<file path="src/rtl/alu_pkg.sv">
// Shared opcode encodings and handshake FSM states for the multi-cycle ALU.
package alu_pkg;

  localparam logic [3:0] OP_ADD = 4'h0;
  localparam logic [3:0] OP_SUB = 4'h1;
  localparam logic [3:0] OP_SLT = 4'h2;
  localparam logic [3:0] OP_OR  = 4'h3;
  localparam logic [3:0] OP_AND = 4'h4;
  localparam logic [3:0] OP_SHL = 4'h5;
  localparam logic [3:0] OP_SHR = 4'h6;
  localparam logic [3:0] OP_SRA = 4'h7;
  localparam logic [3:0] OP_MUL = 4'h8;
  localparam logic [3:0] OP_EQ  = 4'h9;

  typedef enum logic [1:0] {
    ST_IDLE = 2'd0,
    ST_MUL  = 2'd1,
    ST_DONE = 2'd2
  } state_t;

endpackage

</file>
<file path="src/rtl/alu_mul_iter.sv">
// Iterative shift-add multiplier: one partial product per clock, WIDTH clocks per product.
module alu_mul_iter
  import alu_pkg::*;
#(
  parameter int WIDTH = 16
) (
  input  logic             clk,
  input  logic             rst_n,
  input  logic [WIDTH-1:0] a,
  input  logic [WIDTH-1:0] b,
  input  logic             start,
  output logic             busy,
  output logic             done,
  output logic [WIDTH-1:0] product
);

  localparam int CW = $clog2(WIDTH);

  logic [WIDTH-1:0] a_q;
  logic [WIDTH-1:0] b_q;
  logic [WIDTH-1:0] acc;
  logic [WIDTH-1:0] addend;
  logic [CW-1:0]    cnt;
  logic             busy_q;

  always_comb begin
    addend = '0;
    if (b_q[cnt]) addend = a_q << cnt;
  end

  // product includes the current step, so it is final on the edge where done is high
  assign product = acc + addend;
  assign done    = busy_q && (cnt == CW'(WIDTH - 1));
  assign busy    = busy_q;

  always_ff @(posedge clk or negedge rst_n) begin
    if (!rst_n) begin
      a_q    <= '0;
      b_q    <= '0;
      acc    <= '0;
      cnt    <= '0;
      busy_q <= 1'b0;
    end else if (start) begin
      a_q    <= a;
      b_q    <= b;
      acc    <= '0;
      cnt    <= '0;
      busy_q <= 1'b1;
    end else if (busy_q) begin
      acc <= product;
      cnt <= cnt + 1'b1;
      if (done) busy_q <= 1'b0;
    end
  end

endmodule

</file>
<file path="src/rtl/alu_mc.sv">
// Multi-cycle ALU with registered result, status flags and valid/ready on both sides.
module alu_mc
  import alu_pkg::*;
#(
  parameter int WIDTH      = 16,
  parameter int SLT_SIGNED = 0,
  parameter int MUL_EN     = 1
) (
  input  logic             clk,
  input  logic             rst_n,
  input  logic             in_valid,
  output logic             in_ready,
  input  logic [3:0]       op,
  input  logic [WIDTH-1:0] a,
  input  logic [WIDTH-1:0] b,
  output logic             out_valid,
  input  logic             out_ready,
  output logic [WIDTH-1:0] res,
  output logic             zero,
  output logic             carry,
  output logic             ovf,
  output logic             err
);

  localparam int SW = $clog2(WIDTH);

  state_t state, state_n;

  logic             take;
  logic             is_mul;
  logic             load_alu;
  logic             mul_start;
  logic             mul_busy;
  logic             mul_done;
  logic [WIDTH-1:0] mul_prod;

  logic [WIDTH:0]   sum;
  logic [WIDTH:0]   diff;
  logic [SW-1:0]    sh;
  logic             big;
  logic             lt;
  logic [WIDTH-1:0] alu_res;
  logic             alu_c;
  logic             alu_v;
  logic             alu_e;

  logic [WIDTH-1:0] res_q;
  logic             zero_q, carry_q, ovf_q, err_q;

  alu_mul_iter #(.WIDTH(WIDTH)) u_mul (
    .clk     (clk),
    .rst_n   (rst_n),
    .a       (a),
    .b       (b),
    .start   (mul_start),
    .busy    (mul_busy),
    .done    (mul_done),
    .product (mul_prod)
  );

  assign sum  = {1'b0, a} + {1'b0, b};
  assign diff = {1'b0, a} - {1'b0, b};
  assign sh   = b[SW-1:0];
  assign big  = (b >= WIDTH'(WIDTH));
  assign lt   = (SLT_SIGNED != 0) ? ($signed(a) < $signed(b)) : (a < b);

  always_comb begin
    alu_res = '0;
    alu_c   = 1'b0;
    alu_v   = 1'b0;
    alu_e   = 1'b0;
    case (op)
      OP_ADD: begin
        alu_res = sum[WIDTH-1:0];
        alu_c   = sum[WIDTH];
        alu_v   = (a[WIDTH-1] == b[WIDTH-1]) && (sum[WIDTH-1] != a[WIDTH-1]);
      end
      OP_SUB: begin
        alu_res = diff[WIDTH-1:0];
        alu_c   = diff[WIDTH];
        alu_v   = (a[WIDTH-1] != b[WIDTH-1]) && (diff[WIDTH-1] != a[WIDTH-1]);
      end
      OP_SLT:  alu_res = {{(WIDTH-1){1'b0}}, lt};
      OP_OR:   alu_res = a | b;
      OP_AND:  alu_res = a & b;
      OP_SHL:  alu_res = big ? '0 : (a << sh);
      OP_SHR:  alu_res = big ? '0 : (a >> sh);
      OP_SRA:  alu_res = big ? {WIDTH{a[WIDTH-1]}} : WIDTH'($signed(a) >>> sh);
      OP_EQ:   alu_res = {{(WIDTH-1){1'b0}}, (a == b)};
      default: begin
        alu_res = '1;
        alu_e   = 1'b1;
      end
    endcase
  end

  assign is_mul   = (MUL_EN != 0) && (op == OP_MUL);
  assign in_ready = !mul_busy && ((state == ST_IDLE) || ((state == ST_DONE) && out_ready));
  assign take     = in_valid && in_ready;

  always_comb begin
    state_n   = state;
    load_alu  = 1'b0;
    mul_start = 1'b0;
    if (take) begin
      if (is_mul) begin
        mul_start = 1'b1;
        state_n   = ST_MUL;
      end else begin
        load_alu = 1'b1;
        state_n  = ST_DONE;
      end
    end else begin
      case (state)
        ST_MUL:  if (mul_done) state_n = ST_DONE;
        ST_DONE: if (out_ready) state_n = ST_IDLE;
        default: state_n = ST_IDLE;
      endcase
    end
  end

  always_ff @(posedge clk or negedge rst_n) begin
    if (!rst_n) begin
      state   <= ST_IDLE;
      res_q   <= '0;
      zero_q  <= 1'b0;
      carry_q <= 1'b0;
      ovf_q   <= 1'b0;
      err_q   <= 1'b0;
    end else begin
      state <= state_n;
      if (load_alu) begin
        res_q   <= alu_res;
        zero_q  <= (alu_res == '0);
        carry_q <= alu_c;
        ovf_q   <= alu_v;
        err_q   <= alu_e;
      end else if ((state == ST_MUL) && mul_done) begin
        res_q   <= mul_prod;
        zero_q  <= (mul_prod == '0);
        carry_q <= 1'b0;
        ovf_q   <= 1'b0;
        err_q   <= 1'b0;
      end
    end
  end

  assign out_valid = (state == ST_DONE);
  assign res       = res_q;
  assign zero      = zero_q;
  assign carry     = carry_q;
  assign ovf       = ovf_q;
  assign err       = err_q;

endmodule

</file>
<file path="config.mk">
export PLATFORM = sky130hd
export DESIGN_NAME = alu_mc
export DESIGN_NICKNAME = d
export VERILOG_FILES = /design/src/rtl/alu_pkg.sv /design/src/rtl/alu_mul_iter.sv /design/src/rtl/alu_mc.sv
export SDC_FILE = /design/constraint.sdc
export NUM_CORES = 1
export LEC_CHECK = 0
export CORE_MARGIN = 1
export CORE_UTILIZATION = 51
export DETAILED_ROUTE_END_ITERATION = 8
export PLACE_DENSITY = 0.71
export SLEW_MARGIN = 10
export SYNTH_ARGS = -nofsm -noshare
export SYNTH_HDL_FRONTEND = slang
export SYNTH_SLANG_ARGS = --single-unit
</file>
<file path="constraint.sdc">
create_clock -name clk -period 6.05 [get_ports clk]
set_input_delay 1.21 -clock clk [delete_from_list [all_inputs] [get_ports clk]]
set_output_delay 1.21 -clock clk [all_outputs]
set_load 0.005 [all_outputs]
</file>
# [Word level (Yosys, flattened, before mapping)]
# Index checks and enable logic that the tools add are counted.
[totals] regBits=75 in_bits=40 output_inout_bits=22 word_cells=94
[classes] add_sub_neg=4 magnitude_cmp=3 eq_ne=19 n_shift=4 muxes=34 bitwise=2 n_reduce_logical=17
[op_table] cell="case mux 16 bit (9 select lines)" n=1
[op_table] cell="two-way mux 16 bit" n=8
[op_table] cell="logical NOT 16 bit" n=2
[op_table] cell="<< shifter 16 x 4 -> 16 bit" n=2
[op_table] cell="adder 16 x 16 -> 17 bit" n=1
[op_table] cell="subtractor 16 x 16 -> 17 bit" n=1
[op_table] cell="adder 16 bit" n=1
[op_table] cell="AND 16 bit" n=1
[op_table] cell="== test 16 bit" n=1
[op_table] cell="== test 4 x 3 -> 1 bit (second input constant)" n=4
[op_table] cell="greater-or-equal comparator 16 x 5 -> 1 bit (second input constant)" n=1
[op_table] cell="less-than comparator 16 bit" n=1
[op_table] cell="OR 16 bit" n=1
[op_table] cell="right shift 16 x 4 -> 16 bit" n=1
[op_table] cell=">>> shifter 16 x 4 -> 16 bit" n=1
[op_table] cell="two-way mux 1 bit" n=15
[op_table] cell="== test 4 bit (second input constant)" n=3
[op_table] cell="OR reduction 9 bit" n=1
[op_table] cell="== test 4 x 2 -> 1 bit (second input constant)" n=2
[op_table] cell="two-way mux 2 bit" n=4
[op_table] cell="two-way mux 4 bit" n=2
[op_table] cell="logical AND 1 bit" n=7
[op_table] cell="less-than comparator 4 x 5 -> 1 bit (second input constant)" n=1
[op_table] cell="adder 4 x 1 -> 4 bit (second input constant)" n=1
[op_table] cell="16 further kinds" n=20

# [Depth between registers and ports, before layout]
[depth] word_depth=7 depth_mapped=19 depth_no_buf=17

# [Modules after synthesis]
# Synthesis repeated with hierarchy kept, for this count alone.
[hier_totals] hier_cells=1051 area_unflattened_um2=9197.6
[by_module_without_submodules] mod="alu_mc" instances=1 cells_each=715 area_each_um2=5554.1 seq_area_each_um2=550.5
[by_module_without_submodules] mod="alu_mul_iter" instances=1 cells_each=336 area_each_um2=3643.5 seq_area_each_um2=1326.3

# [Worst setup path before layout]
# Ideal clock, no wire load.
[synth_timing] kind="input port to flip-flop" start="input b[3]" end="register zero_q (netlist: zero)" setup_time_ns=0.087 t_arrival_ns=4.255 required_time_ns=5.963 slack_ns=1.708 path_stages=14 n_path_buf=3 path_cell_list="clkbuf_1 -> inv_1 -> clkbuf_1 -> ha_1 -> clkbuf_1 -> a221oi_1 -> o22ai_1 -> o311ai_1 -> nor2b_1 -> nor4b_1 -> o32a_1 -> a2111oi_0 -> nand4_1 -> o211ai_1"
[synth_between] elab_chain_len=5 word_cells_on_any_way=16 cone_classes="2 x add/sub; 2 x order compare; 1 x eq/ne; 3 x shift; 5 x mux; 2 x bitwise; 1 x reduce/logical"
[synth_lines] item="from (decl)" line="alu_mc.sv:15" source="input logic [WIDTH-1:0] b,"
[synth_lines] item="greater-or-equal comparator 16 x 5 -> 1 bit, or another cell as far along" line="alu_mc.sv:64" source="assign big = (b >= WIDTH'(WIDTH));"
[synth_lines] item="two-way mux 16 bit, on equally long branches" line="alu_mc.sv:88, alu_mc.sv:86, alu_mc.sv:87"
[synth_lines] item="case mux 16 bit (9 select lines) (*)" line="alu_mc.sv:72" source="case (op)"
[synth_lines] item="logical NOT 16 bit (*)" line="alu_mc.sv:134" source="zero_q <= (alu_res == '0);"
[synth_lines] item="two-way mux 1 bit (*)" line="alu_mc.sv:132" source="if (load_alu) begin"
[synth_lines] item="to (signal assigned)" line="alu_mc.sv:134"
[synth_lines] item="to (signal assigned)" line="alu_mc.sv:140" source="zero_q <= (mul_prod == '0);"
[synth_lines] item="to (decl)" line="alu_mc.sv:48" source="logic zero_q, carry_q, ovf_q, err_q;"
# Mark *: on every way between the ends. The rest lies on a longest branch, timed or not.
# A chain may end at the register's enable or synchronous reset.

# [Worst setup path after layout]
[layout_timing] start="register u_mul.cnt[0]" end="register zero_q (netlist: zero)"
[layout_between] elab_chain_len=7 word_cells_on_any_way=12 cone_classes="1 x add/sub; 1 x eq/ne; 1 x shift; 5 x mux; 4 x reduce/logical"
[layout_lines] item="from (decl)" line="alu_mul_iter.sv:23" source="logic [CW-1:0] cnt;"
[layout_lines] item="from (signal assigned)" line="alu_mul_iter.sv:51" source="cnt <= cnt + 1'b1;"
[layout_lines] item="binary-select mux 1 bit (select 4 bit)" line="alu_mul_iter.sv:28" source="if (b_q[cnt]) addend = a_q << cnt;"
[layout_lines] item="two-way mux 1 bit (not written as such)" line="alu_mul_iter.sv:28"
[layout_lines] item="two-way mux 16 bit" line="alu_mul_iter.sv:28"
[layout_lines] item="adder 16 bit" line="alu_mul_iter.sv:32" source="assign product = acc + addend;"
[layout_lines] item="logical NOT 16 bit" line="alu_mc.sv:140"
[layout_lines] item="two-way mux 1 bit" line="alu_mc.sv:138" source="end else if ((state == ST_MUL) && mul_done) begin"
[layout_lines] item="two-way mux 1 bit" line="alu_mc.sv:132"
# Parallel ways exist; a longest one is shown, timed or not. The select of a mux whose other input is x is not followed.

==> flow_summary.rst <==
.. list-table::
   :header-rows: 1

   * - Metric
     - Value
   * - Worst-case clock buffer depth
     - 2
   * - Number of max-capacitance violations reported
     - 0
   * - CP Data Arrival Time
     - between 5 and 6 ns
   * - Post-route non-filler standard cell count
     - 1315
   * - 1st-iter DRT viols
     - 946
   * - Number of placed I/O pins
     - just over 60
   * - Post-CTS Setup Repair Bufs
     - 0
   * - Register bit count reported by yosys
     - between 70 and 80
   * - Total negative slack
     - 0 ns
   * - Pwr Density
     - about 330 nW/um2
   * - Number of global-route vias before repair
     - slightly below 8000
   * - CP peak stage delay
     - ~0.76 ns
   * - Max-slew violation count
     - 0
   * - Class of the tightest hold or removal check
     - flop to flop
   * - Clk sink count
     - 75
   * - Max Fclk
     - 0.194 GHz
   * - Critical-path top delay cell
     - sky130_fd_sc_hd__dfrtp_1
   * - Clk pin slew, worst setup/hold paths
     - ~0.06 ns
   * - Count of fill cells added during filler insertion
     - 1464
   * - CP bufs+invs
     - 0
   * - Core area
     - around 16000 um2
   * - Vertical extent of the die
     - about 130 um
   * - Area post-placement
     - 9310 um2
   * - Share of the yosys chip area belonging to registers
     - 0.221
   * - Fin area
     - between 9000 and 10000 um2
   * - Final worst-path cycle share
     - 0.851
   * - Antenna viol nets, final
     - 0
   * - Remaining Overflow, GRT
     - 0
   * - Area of the mapped netlist
     - around 8500 um2
   * - Die X-Extent
     - around 130 um
   * - Leakage power total
     - 4.15 nW
   * - Routed wire per std cell
     - about 22 um
   * - P&R area growth vs syn
     - 13.5%
   * - Worst-path maximum fanout
     - 11
   * - Mean number of vias per cell
     - approximately 6.5
   * - Count of cell types in the netlist
     - between 80 and 90
   * - GP Congestion
     - about 1.0
   * - Number of standard cells after synthesis
     - 1071
   * - Number of detailed-route iterations in the first pass
     - 6
   * - Final period demand of the worst path
     - between 5 and 6 ns
   * - Placed Cells
     - between 1000 and 1500
   * - Data required time at the worst endpoint
     - about 6.3 ns
   * - Count of input and output buffers
     - 61
   * - Most numerous cell on the critical path
     - sky130_fd_sc_hd__a21oi_1
   * - Final setup violating endpoints
     - 0
   * - First-pass GRT wire length
     - roughly 45000 um
   * - Insertion delay of the later-clocked pin in the worst-skew pair
     - approximately 0.34 ns
   * - Estimated wirelength of the detail-placed design
     - roughly 22000 um
   * - Worst-path cell chain
     - mux4_2 -> o21bai_1 -> nor2_1 -> ha_1 -> fa_1 -> a211o_1 -> a21oi_1 -> o21ai_1 -> a21oi_1 -> a21oi_1 -> xnor2_1 -> nand2b_1 -> or4_1 -> or4b_1 -> o211ai_1
   * - Register area
     - between 1500 and 2000 um2
   * - Root buf cell
     - sky130_fd_sc_hd__clkbuf_16
   * - TritonCTS clock tree
     - done
   * - Kind of cell adding the most delay to the critical path
     - compound AO/OA/AOI/OAI gates
   * - Ratio of cells with drive above 1 in the final layout
     - 0.0937
   * - Run status
     - complete, no violations
   * - Syn nets
     - 1179
   * - Final Hold Fails
     - 0
   * - Hold buffers post-CTS
     - 0
   * - Vias
     - 8575
   * - Setup CP Type
     - flop to flop
   * - Effective utilization at floorplan
     - 0.529
   * - Worst ir drop on vdd
     - 189 uV
   * - Worst slew slack as a fraction of its limit
     - 0.181
   * - Area of the die
     - 17200 um2
   * - Leading register cell type out of synthesis
     - sky130_fd_sc_hd__dfrtp_1
   * - Count of warnings emitted by yosys
     - 0
   * - Row Count
     - 46
   * - Combined area of the multi-input logic cells
     - between 6000 and 7000 um2
   * - Maximum number of pins on one net before global-route repair
     - between 50 and 60
   * - Setup crit start kind
     - flop
   * - Worst Tran Pin Value
     - 1.22 ns
   * - Number of enable-type register cells in the synthesized netlist
     - 0
   * - Async set-or-reset flop fraction in the synthesized netlist
     - 1.00
   * - Synth Area per Inst
     - ~7.9 um2
   * - Crit path capture type
     - flop
   * - CTS H-tree depth
     - 3
   * - # resized after CTS
     - 0
   * - Initial antenna violation count
     - 0
   * - Total number of nets in the final design
     - between 1000 and 1500
   * - Overall routed net length
     - roughly 29000 um
   * - Setup skew after layout
     - 0.00752 ns
   * - Remaining DRCs
     - 0
   * - Clock buffer count from CTS
     - 9
   * - Antenna diode count
     - 0
   * - Setup repair after global routing missed its margin
     - no
   * - Global-route usage over all layers
     - 0.352
## synthesized netlist by cell type (5+ instances only)
cell | number | area share
sky130_fd_sc_hd__or3_1 | 8 | 0.0059
sky130_fd_sc_hd__xnor2_1 | 13 | 0.013
sky130_fd_sc_hd__a21oi_1 | 65 | 0.038
sky130_fd_sc_hd__nor3b_1 | 5 | 0.0044
sky130_fd_sc_hd__ha_1 | 65 | 0.096
sky130_fd_sc_hd__a211oi_1 | 28 | 0.025
sky130_fd_sc_hd__buf_2 | 7 | 0.0041
sky130_fd_sc_hd__xor2_1 | 9 | 0.0093
sky130_fd_sc_hd__nand2b_1 | 11 | 0.0081
sky130_fd_sc_hd__nand4_1 | 11 | 0.0081
sky130_fd_sc_hd__dfrtp_1 | 75 | 0.22
sky130_fd_sc_hd__o2111ai_1 | 5 | 0.0052
sky130_fd_sc_hd__o21ai_1 | 14 | 0.0083
sky130_fd_sc_hd__a21o_1 | 15 | 0.013
sky130_fd_sc_hd__nor2_1 | 84 | 0.037
sky130_fd_sc_hd__or4_1 | 7 | 0.0062
sky130_fd_sc_hd__a211o_1 | 8 | 0.0083
sky130_fd_sc_hd__o21bai_1 | 6 | 0.0053
sky130_fd_sc_hd__mux2i_1 | 45 | 0.053
sky130_fd_sc_hd__mux4_2 | 23 | 0.061
sky130_fd_sc_hd__a2111oi_0 | 5 | 0.0052
sky130_fd_sc_hd__a221o_1 | 7 | 0.0083
sky130_fd_sc_hd__a22oi_1 | 11 | 0.0097
sky130_fd_sc_hd__mux2_2 | 14 | 0.019
sky130_fd_sc_hd__nand2_1 | 129 | 0.057
sky130_fd_sc_hd__o21ai_0 | 100 | 0.059
sky130_fd_sc_hd__a221oi_1 | 11 | 0.011
sky130_fd_sc_hd__inv_1 | 45 | 0.020
sky130_fd_sc_hd__clkbuf_1 | 70 | 0.031
sky130_fd_sc_hd__nor2b_1 | 19 | 0.014
sky130_fd_sc_hd__o22ai_1 | 6 | 0.0044
sky130_fd_sc_hd__buf_1 | 6 | 0.0027
sky130_fd_sc_hd__nand3_1 | 25 | 0.015
sky130_fd_sc_hd__nor3_1 | 21 | 0.012
sky130_fd_sc_hd__nor4_1 | 7 | 0.0052
sky130_fd_sc_hd__o211ai_1 | 10 | 0.0088
## worst reg2reg max path: stages (launching register included)
cell	delay, ns
sky130_fd_sc_hd__dfrtp_1	0.76
sky130_fd_sc_hd__mux4_2	0.63
sky130_fd_sc_hd__o21bai_1	0.29
sky130_fd_sc_hd__nor2_1	0.13
sky130_fd_sc_hd__ha_1	0.27
sky130_fd_sc_hd__fa_1	0.46
sky130_fd_sc_hd__a211o_1	0.28
sky130_fd_sc_hd__a21oi_1	0.20
sky130_fd_sc_hd__o21ai_1	0.11
sky130_fd_sc_hd__a21oi_1	0.25
sky130_fd_sc_hd__a21oi_1	0.15
sky130_fd_sc_hd__xnor2_1	0.35
sky130_fd_sc_hd__nand2b_1	0.08
sky130_fd_sc_hd__or4_1	0.45
sky130_fd_sc_hd__or4b_1	0.55
sky130_fd_sc_hd__o211ai_1	0.11
## power by group
group	internal [mW]	switching, mW	total, mW	leakage [nW]
Sequential	0.709	0.204	0.913	0.958
Clock	0.375	0.222	0.597	0.156
Combinational	0.733	0.981	1.71	3.03
Total	1.82	1.41	3.22	4.15
## cells in the final DEF, fill, tap and decap left out, drive strengths merged, types with 9 or more instances in the layout
cell type / Yosys / layout
dfrtp: 75 / 75
nand3: 26 / 26
o211ai: 10 / 10
a211oi: 28 / 28
a221oi: 11 / 11
o21ai: 115 / 115
nor2b: 19 / 19
nand2: 129 / 129
nand4: 11 / 11
a21oi: 65 / 65
a21o: 15 / 15
mux4: 23 / 23
clkbuf: 70 / 11
nor3: 21 / 21
xor2: 9 / 9
or3: 9 / 9
nor4: 9 / 9
ha: 65 / 65
inv: 46 / 47
nand2b: 11 / 11
a22oi: 11 / 11
clkdlybuf4s50: 0 / 58
buf: 13 / 37
nor2: 84 / 84
mux2: 15 / 15
mux2i: 45 / 45
xnor2: 13 / 13
## per-layer routing
layer | up-vias | GRT usage | routed length [um]
met5 | - | 0 | 0
met2 | 427 | 0.538 | 13000
met4 | 0 | 0.132 | 918
li1 | 4005 | - | -
met1 | 4077 | 0.494 | 12700
met3 | 66 | 0.0599 | 2560
## per-stage QoR
step | worst slack (ns) | total power, mW | hold slack [ns] | util
CTS | 1.01 | 3.20 | 0.478 | 0.600
floorplan | 1.71 | 1.99 | 0.443 | -
global placement | 0.777 | 2.58 | 0.457 | 0.579
global route | 0.661 | 3.44 | 0.485 | 0.600
detailed placement | 0.749 | 2.59 | 0.463 | 0.579
finish | 0.901 | 3.22 | 0.471 | 0.600
## final timing paths
kind,startpoint,end,slack [ns],cells after the start
hold / removal,u_mul.b_q[3],u_mul.b_q[3],0.47,2
setup reg to reg,u_mul.cnt[0],zero,0.90,15
setup / recovery,u_mul.cnt[0],zero,0.90,15
min in group asynchronous,rst_n,u_mul.b_q[4],0.75,1
max in group asynchronous,rst_n,u_mul.a_q[12],4.31,2
hold reg to reg,u_mul.b_q[3],u_mul.b_q[3],0.47,2
## cells by family after synthesis
kind of cell	synth area share
fa+ha+maj	0.103
flops	0.221
xor+xnor	0.0227
compound gates	0.258
simple gates	0.203
mux	0.134
buf+inv	0.0585
## flip-flops by register name (all words and copies together) (netlist names)
signal,flops
u_mul.cnt,4
state,2
u_mul.busy,1
err,1
carry,1
u_mul.a_q,16
zero,1
ovf,1
u_mul.acc,16
u_mul.b_q,16
res,16
## cell type report
cell class | instances | area share
sequential | 75 | 0.195
multi-input combinational | 866 | 0.636
timing repair buffer | 95 | 0.0886
tap | 216 | 0.0281
clock inverter | 5 | 0.00883
clock buffer | 11 | 0.0252
inverter | 47 | 0.0183
Power figures use the tool's default switching activity.
